--- src/rtl/pio_bank_irq_pkg.sv ---
// pio_pkg: register map offsets, edge-mode encoding and ID magic for pio_bank_irq
package pio_pkg;
  localparam logic [5:0] OUT_BASE  = 6'h00;
  localparam logic [5:0] SET_BASE  = 6'h08;
  localparam logic [5:0] CLR_BASE  = 6'h0C;
  localparam logic [5:0] IN_BASE   = 6'h10;
  localparam logic [5:0] EDGE_BASE = 6'h20;
  localparam logic [5:0] MASK_BASE = 6'h30;
  localparam logic [5:0] ID_ADDR   = 6'h3F;
  localparam logic [7:0] ID_MAGIC  = 8'hB1;
  localparam int SETCLR_WORDS = 4;
  typedef enum logic [1:0] {EDGE_RISE = 2'd0, EDGE_FALL = 2'd1, EDGE_ANY = 2'd2} edge_mode_e;
endpackage

--- src/rtl/pio_bank_irq_if.sv ---
// pio_bank_irq_if: Avalon-MM slave bus bundle, readdata has fixed latency 1
interface pio_bank_irq_if;
  logic [5:0]  address;
  logic        read;
  logic        write;
  logic [31:0] writedata;
  logic [31:0] readdata;
  modport master (output address, read, write, writedata, input readdata);
  modport slave  (input address, read, write, writedata, output readdata);
endinterface

--- src/rtl/pio_bank_irq_in_channel.sv ---
// pio_in_channel: per-word input synchroniser, optional debounce (PIO_DEBOUNCE_EN), edge pulse
module pio_in_channel
  import pio_pkg::*;
#(
  parameter int          DATA_W     = 32,
  parameter logic [1:0]  EDGE_MODE  = 2'd0,
  parameter logic [15:0] DEB_CYCLES = 16'd50000
) (
  input  logic              clk,
  input  logic              reset_n,
  input  logic [DATA_W-1:0] in_i,
  output logic [DATA_W-1:0] v_o,
  output logic [DATA_W-1:0] edge_o
);
  logic [DATA_W-1:0] meta_q, sync_q, prev_q;
  // two-flop synchroniser plus the previous conditioned value for edge detection
  always_ff @(posedge clk or negedge reset_n)
    if (!reset_n) begin
      meta_q <= '0;
      sync_q <= '0;
      prev_q <= '0;
    end else begin
      meta_q <= in_i;
      sync_q <= meta_q;
      prev_q <= v_o;
    end
`ifdef PIO_DEBOUNCE_EN
  logic [DATA_W-1:0] cand_q, v_q, v_d;
  logic [15:0]       cnt_q, cnt_d;
  // counter tracks how long the synchronised word has matched the candidate; saturates
  always_comb begin
    cnt_d = (sync_q != cand_q) ? 16'd1 : (&cnt_q ? cnt_q : cnt_q + 16'd1);
    v_d   = (sync_q == cand_q && cnt_q >= DEB_CYCLES - 16'd1) ? cand_q : v_q;
  end
  // debounce state
  always_ff @(posedge clk or negedge reset_n)
    if (!reset_n) begin
      cand_q <= '0;
      cnt_q  <= '0;
      v_q    <= '0;
    end else begin
      cand_q <= sync_q;
      cnt_q  <= cnt_d;
      v_q    <= v_d;
    end
  assign v_o = v_q;
`else
  assign v_o = sync_q;
`endif
  assign edge_o = (EDGE_MODE == EDGE_FALL) ? ~v_o & prev_q :
                  (EDGE_MODE == EDGE_ANY)  ? v_o ^ prev_q  : v_o & ~prev_q;
endmodule

--- src/rtl/pio_bank_irq.sv ---
// pio_bank_irq: Avalon-MM PIO bank with set/clear outputs, edge capture and masked irq; optional PIO_DEBOUNCE_EN
module pio_bank_irq
  import pio_pkg::*;
#(
  parameter int          DATA_W     = 32,
  parameter int          NUM_OUT    = 4,
  parameter int          NUM_IN     = 3,
  parameter logic [31:0] OUT_RESET  = 32'h0,
  parameter logic [1:0]  EDGE_MODE  = 2'd0,
  parameter logic [15:0] DEB_CYCLES = 16'd50000
) (
  input  logic                      clk,
  input  logic                      reset_n,
  pio_bank_irq_if.slave             bus,
  output logic                      irq,
  output logic [NUM_OUT*DATA_W-1:0] out_export,
  input  logic [NUM_IN*DATA_W-1:0]  in_export
);
  logic [DATA_W-1:0] out_q [NUM_OUT];
  logic [DATA_W-1:0] out_d [NUM_OUT];
  logic [DATA_W-1:0] edge_q [NUM_IN];
  logic [DATA_W-1:0] edge_d [NUM_IN];
  logic [DATA_W-1:0] mask_q [NUM_IN];
  logic [DATA_W-1:0] mask_d [NUM_IN];
  logic [DATA_W-1:0] in_v [NUM_IN];
  logic [DATA_W-1:0] in_edge [NUM_IN];
  logic [31:0]       rdata_q, rdata_d, rd_mux;
  logic              irq_q, irq_d;
  logic [DATA_W-1:0] wd;
  assign wd = bus.writedata[DATA_W-1:0];
  for (genvar j = 0; j < NUM_IN; j++) begin : g_in
    pio_in_channel #(.DATA_W(DATA_W), .EDGE_MODE(EDGE_MODE), .DEB_CYCLES(DEB_CYCLES)) u_ch (
      .clk    (clk),
      .reset_n(reset_n),
      .in_i   (in_export[j*DATA_W +: DATA_W]),
      .v_o    (in_v[j]),
      .edge_o (in_edge[j])
    );
  end
  for (genvar k = 0; k < NUM_OUT; k++) begin : g_out
    assign out_export[k*DATA_W +: DATA_W] = out_q[k];
  end
  // output words: direct write, plus set/clear aliases for the first four words only
  always_comb begin
    out_d = out_q;
    for (int k = 0; k < NUM_OUT; k++) begin
      if (bus.write && bus.address == OUT_BASE + 6'(k)) out_d[k] = wd;
      if (bus.write && k < SETCLR_WORDS && bus.address == SET_BASE + 6'(k)) out_d[k] = out_q[k] | wd;
      if (bus.write && k < SETCLR_WORDS && bus.address == CLR_BASE + 6'(k)) out_d[k] = out_q[k] & ~wd;
    end
  end
  // edge capture with W1C where a same-cycle edge wins; masks; irq from the visible edge bits
  always_comb begin
    irq_d = 1'b0;
    for (int j = 0; j < NUM_IN; j++) begin
      edge_d[j] = ((bus.write && bus.address == EDGE_BASE + 6'(j)) ? edge_q[j] & ~wd : edge_q[j]) | in_edge[j];
      mask_d[j] = (bus.write && bus.address == MASK_BASE + 6'(j)) ? wd : mask_q[j];
      irq_d     = irq_d | (|(edge_q[j] & mask_q[j]));
    end
  end
  // read mux; readdata holds between reads
  always_comb begin
    rd_mux = '0;
    for (int k = 0; k < NUM_OUT; k++)
      if (bus.address == OUT_BASE + 6'(k)) rd_mux = 32'(out_q[k]);
    for (int j = 0; j < NUM_IN; j++) begin
      if (bus.address == IN_BASE + 6'(j))   rd_mux = 32'(in_v[j]);
      if (bus.address == EDGE_BASE + 6'(j)) rd_mux = 32'(edge_q[j]);
      if (bus.address == MASK_BASE + 6'(j)) rd_mux = 32'(mask_q[j]);
    end
    if (bus.address == ID_ADDR) rd_mux = {ID_MAGIC, 8'(NUM_IN), 8'(NUM_OUT), 8'(DATA_W)};
    rdata_d = bus.read ? rd_mux : rdata_q;
  end
  // register state
  always_ff @(posedge clk or negedge reset_n)
    if (!reset_n) begin
      out_q   <= '{default: OUT_RESET[DATA_W-1:0]};
      edge_q  <= '{default: '0};
      mask_q  <= '{default: '0};
      rdata_q <= '0;
      irq_q   <= 1'b0;
    end else begin
      out_q   <= out_d;
      edge_q  <= edge_d;
      mask_q  <= mask_d;
      rdata_q <= rdata_d;
      irq_q   <= irq_d;
    end
  assign bus.readdata = rdata_q;
  assign irq = irq_q;
endmodule

--- src/flat_wrapper.sv ---
// flat-port wrapper written by rule: the top's interface ports become plain ports
module pio_bank_irq_flat import pio_pkg::*;
#(
  parameter int          DATA_W     = 32,
  parameter int          NUM_OUT    = 4,
  parameter int          NUM_IN     = 3,
  parameter logic [31:0] OUT_RESET  = 32'h0,
  parameter logic [1:0]  EDGE_MODE  = 2'd0,
  parameter logic [15:0] DEB_CYCLES = 16'd50000
)
  (clk, reset_n, irq, out_export, in_export, bus_address, bus_read, bus_write, bus_writedata, bus_readdata);
  pio_bank_irq_if bus_i ();
  input  logic clk;
  input  logic reset_n;
  output logic irq;
  output logic [NUM_OUT*DATA_W-1:0] out_export;
  input  logic [NUM_IN*DATA_W-1:0] in_export;
  input wire logic [$bits(bus_i.address)-1:0] bus_address;
  input wire logic [$bits(bus_i.read)-1:0] bus_read;
  input wire logic [$bits(bus_i.write)-1:0] bus_write;
  input wire logic [$bits(bus_i.writedata)-1:0] bus_writedata;
  output wire logic [$bits(bus_i.readdata)-1:0] bus_readdata;
  assign bus_i.address = bus_address;
  assign bus_i.read = bus_read;
  assign bus_i.write = bus_write;
  assign bus_i.writedata = bus_writedata;
  assign bus_readdata = bus_i.readdata;
  pio_bank_irq #(.DATA_W(DATA_W), .NUM_OUT(NUM_OUT), .NUM_IN(NUM_IN), .OUT_RESET(OUT_RESET), .EDGE_MODE(EDGE_MODE), .DEB_CYCLES(DEB_CYCLES)) u_core (.clk(clk), .reset_n(reset_n), .bus(bus_i), .irq(irq), .out_export(out_export), .in_export(in_export));
endmodule
--- config.mk ---
export PLATFORM = sky130hd
export DESIGN_NAME = pio_bank_irq_flat
export DESIGN_NICKNAME = d
export VERILOG_FILES = /design/src/rtl/pio_bank_irq_pkg.sv /design/src/rtl/pio_bank_irq_if.sv /design/src/rtl/pio_bank_irq_in_channel.sv /design/src/rtl/pio_bank_irq.sv /design/src/flat_wrapper.sv
export SDC_FILE = /design/constraint.sdc
export NUM_CORES = 1
export LEC_CHECK = 0
export CAP_MARGIN = 15
export CORE_MARGIN = 4
export CORE_UTILIZATION = 55
export DETAILED_ROUTE_END_ITERATION = 7
export PLACE_DENSITY = 0.78
export SETUP_SLACK_MARGIN = 0.3
export SLEW_MARGIN = 20
export SYNTH_ARGS = -nofsm -noshare
export SYNTH_HDL_FRONTEND = slang
export SYNTH_SLANG_ARGS = --single-unit
--- constraint.sdc ---
create_clock -name clk -period 2.1 [get_ports clk]
set_clock_uncertainty 0.15 [all_clocks]
set_input_delay 0.42 -clock clk [delete_from_list [all_inputs] [get_ports clk]]
set_output_delay 0.42 -clock clk [all_outputs]
set_load 0.02 [all_outputs]
==> impl_metrics.csv <==
group,metric,value,unit
outcome,run_status,"finished, final reports clean",
critical_path,required,2420,ps
power,power_leakage,16.5,nW
detailed_routing,wl_per_cell,31.6,um
floorplan,initial_core_util,56.0,%
detailed_routing,drc,0,
clocking,cts_buffers,66,
critical_path,reg2reg_depth,4,
clocking,clockBufferDepth,3,
cells_and_area,postLayoutCoreUtil,77.6,%
logic_synthesis,synth_cell_types,72,
timing,fin_crit,1920,ps
critical_path,worstSetupEndpointType,"register",
worst_hold_path,hold_depth,1,
global_routing,grt_max_degree,54,
cells_and_area,final_nets,3182,
cells_and_area,layoutNonFillerInstCount,3700,
power,comb_power_share,15.9,%
logic_synthesis,synth_enable_flop_cells,0,
critical_path,crit_type,"reg -> reg",
worst_hold_path,worstHoldStart,"in_export[82]",
logic_synthesis,synth_nets,2550,
power,switching_share,28.2,%
critical_path,slowest_stage,"a22oi_1",
critical_path,critPathMaxStageDelay,450,ps
logic_synthesis,yosysSeqAreaShare,61.1,%
critical_path,worstReg2RegStart,"u_core.mask_q[17]",
clocking,htreeDepth,3,
critical_path,r2r_end,"u_core.irq",
power,ir_worst_vdd,0.00113,V
detailed_routing,first_pass_iters,6,
global_routing,grt_pass1_vias,24400,
detailed_routing,num_vias,25300,
power,p_int,22.7,mW
place,place_ws,-970,ps
logic_synthesis,syn_area,0.0263,sq mm
worst_hold_path,hold_class,"in -> reg",
clocking,cts_sinks,641,
floorplan,placementRows,79,
clocking,cts_tree,"yes",
timing,max_slew_margin,53.2,%
global_routing,antenna_found_initial,1,
floorplan,io_pins,299,
timing,fin_crit_sh,91.6,%
floorplan,die_area,0.0513,sq mm
detailed_routing,totalWireLength,117,mm
place,gp_congestion,1.02,
power,p_seq_share,46.0,%
global_routing,grt_usage,43.1,%
clocking,clk_pin_slew,60,ps
timing,setup_viol,0,
timing,rsz0062_at_grt,"yes",
worst_hold_path,min_to,"u_core.g_in[2].u_ch.meta_q[18]",
logic_synthesis,synth_top_area_cell,"dfrtp_1",
power,clockPowerShare,38.1,%
floorplan,die_h,226,um
critical_path,cp-start-kind,"register",
logic_synthesis,avgSynthCellArea,10.9,sq um
cells_and_area,area_delta_synth_final,38.5,%
critical_path,cp_max_fo,4,
global_routing,grt_pass1_wl,161,mm
detailed_routing,vias_per_cell,6.83,
detailed_routing,drt-initial-drc-count,4094,
critical_path,cp_cell_sequence,"a22oi_1 -> nand4_1 -> nor3_2 -> nand3_4",
power,power_per_cell_area,871,mW/mm^2
timing,max_clock_freq,520,MHz
clocking,cts_root_buf,"clkbuf_16",
timing,fin_ws,177,ps
floorplan,fp.dieW,226,um
power,power,31.7,mW
logic_synthesis,yosysWarnings,0,
flow_run,drv_cap,0,
place,dp.cells,3462,
power,p_switching,8.94,mW
logic_synthesis,synth.ff_latch_count,641,
cells_and_area,drive_gt1_share,31.9,%
critical_path,cp_data_arrival_time,2240,ps
logic_synthesis,synth_common_cells,"dfrtp_1 (641), nand2_1 (388), a22o_1 (197), o21ai_0 (164), inv_1 (130)",
logic_synthesis,async_reset_ff_share,100,%
detailed_routing,postRouteAntennaNets,0,
logic_synthesis,synthTopCellsByArea,"dfrtp_1 (61%), a22o_1 (6.6%), nand2_1 (5.5%)",
critical_path,r2r_setup_slack,180,ps
timing,drv_slew,0,
timing,max_slew.worst_pin.slew,703,ps
global_routing,grt_overflow,0,
floorplan,design.core.area,0.0469,sq mm
logic_synthesis,synth_most_common_cell,"dfrtp_1",
timing,finalHoldViolCount,0,
clocking,clock_latency,610,ps
place,dp_hpwl,78.6,mm
place,port-buffer-count,298,
logic_synthesis,synth_top_flop_cell,"dfrtp_1",
logic_synthesis,synth_top_area_share,61.1,%
logic_synthesis,netlist_instances,2412,
## kinds of logic (layout without fill, tap and decap cells)
kind of cell	after synthesis	in the layout	synth area share, %
other cells	0	2	0
compound gates	747	747	20.4
flops	641	641	61.1
mux	16	16	0.667
buf+inv	325	1001	5.42
simple gates	683	686	12.4
## through the flow
step | hold WS [ps] | setup TNS, ps | area (sq um)
floorplan | -25.6 | -1340 | 26600
global placement | 181 | -237550 | 32400
detailed placement | 185 | -243540 | 32400
CTS | 82.2 | 0 | 34800
global route | 81.4 | 0 | 36400
finish | 97.6 | 0 | 36400
## worst max-delay path, delay by kind of cell, from the launching register on
kind | cells | cell delay (ps)
simple gates | 3 | 760
compound gates | 1 | 450
flops | 1 | 430
## worst max-delay path by stage
stage / startpoint / endpoint / slack, ps / cells after the start
after global routing: u_core.mask_q[46] / u_core.irq / 150 / 7
after CTS: u_core.out_export[28] / out_export[28] / 180 / 1
after global placement: bus_address[2] / u_core.bus.readdata[22] / -950 / 10
after detailed placement: bus_address[2] / u_core.bus.readdata[22] / -970 / 10
final: u_core.mask_q[17] / u_core.irq / 180 / 4
after floorplan: bus_address[3] / u_core.bus.readdata[17] / -100 / 8
## cell usage in the layout (no fill, tap or decap), drive strengths merged, types with 5 or more instances in the layout
master,netlist,layout
nand2b,8,8
o22ai,11,11
a22oi,53,53
nor4,16,16
nand2,390,393
nor2b,11,11
mux2,12,12
o21ai,180,180
or3b,24,24
nor2,39,39
bufinv,0,6
o221a,5,5
a22o,197,197
a221o,37,37
o221ai,17,17
clkbuf,111,129
o2111ai,7,7
nand3,104,104
o32a,6,6
clkinv,1,15
a21oi,100,100
nand4,29,29
a221oi,21,21
clkdlybuf4s50,0,129
o211ai,14,14
nand3b,24,24
o22a,26,26
inv,130,133
o31ai,6,6
dfrtp,641,641
nor3,13,13
a31oi,37,37
buf,83,587
## power groups by stage
stage          clock (mW)  sequential, mW  combinational [mW]
2_1_floorplan           0            14.8                1.57
4_1_cts              12.1            14.4                4.57
5_1_grt              12.6            14.6                5.27
3_3_place_gp            0            14.7                4.63
6_report             12.1            14.6                5.03
3_5_place_dp            0            14.7                4.72
## metal layers
layer | vias up | part of all wire (%) | global-route usage (%)
met2 | 2334 | 43 | 62.8
met1 | 12400 | 36 | 59.3
met3 | 548 | 14 | 12.2
met4 | 0 | 6.6 | 22.7
li1 | 9981 | - | -
met5 | - | 0 | 0
## registers in the layout, summed over array words and instances (netlist names)
| register | count |
|---|---|
| u_core.g_in.u_ch.meta_q | 96 |
| u_core.out_export | 128 |
| u_core.edge_q | 96 |
| u_core.bus.readdata | 32 |
| u_core.irq | 1 |
| u_core.g_in.u_ch.prev_q | 96 |
| u_core.mask_q | 96 |
| u_core.g_in.u_ch.v_o | 96 |
## repair_timing
item	in CTS	in global routing
hold buffers	1	0
buffers inserted	50	46
pin swaps	61	67
endpoints found under the hold margin	86	0
endpoints found under the setup margin	514	255
gates resized for setup	693	285
gates cloned	5	19
## area by class of cell
type,instances,area (sq um)
Sequential cell,641,16100
Fill cell,2955,10500
Multi-Input combinational cell,1449,9900
Timing Repair Buffer,755,6940
Clock buffer,91,1920
Tap cell,607,759
Inverter,131,492
Clock inverter,24,295
Antenna cell,2,5.00
Note: power is estimated with default switching activity, not from simulation.
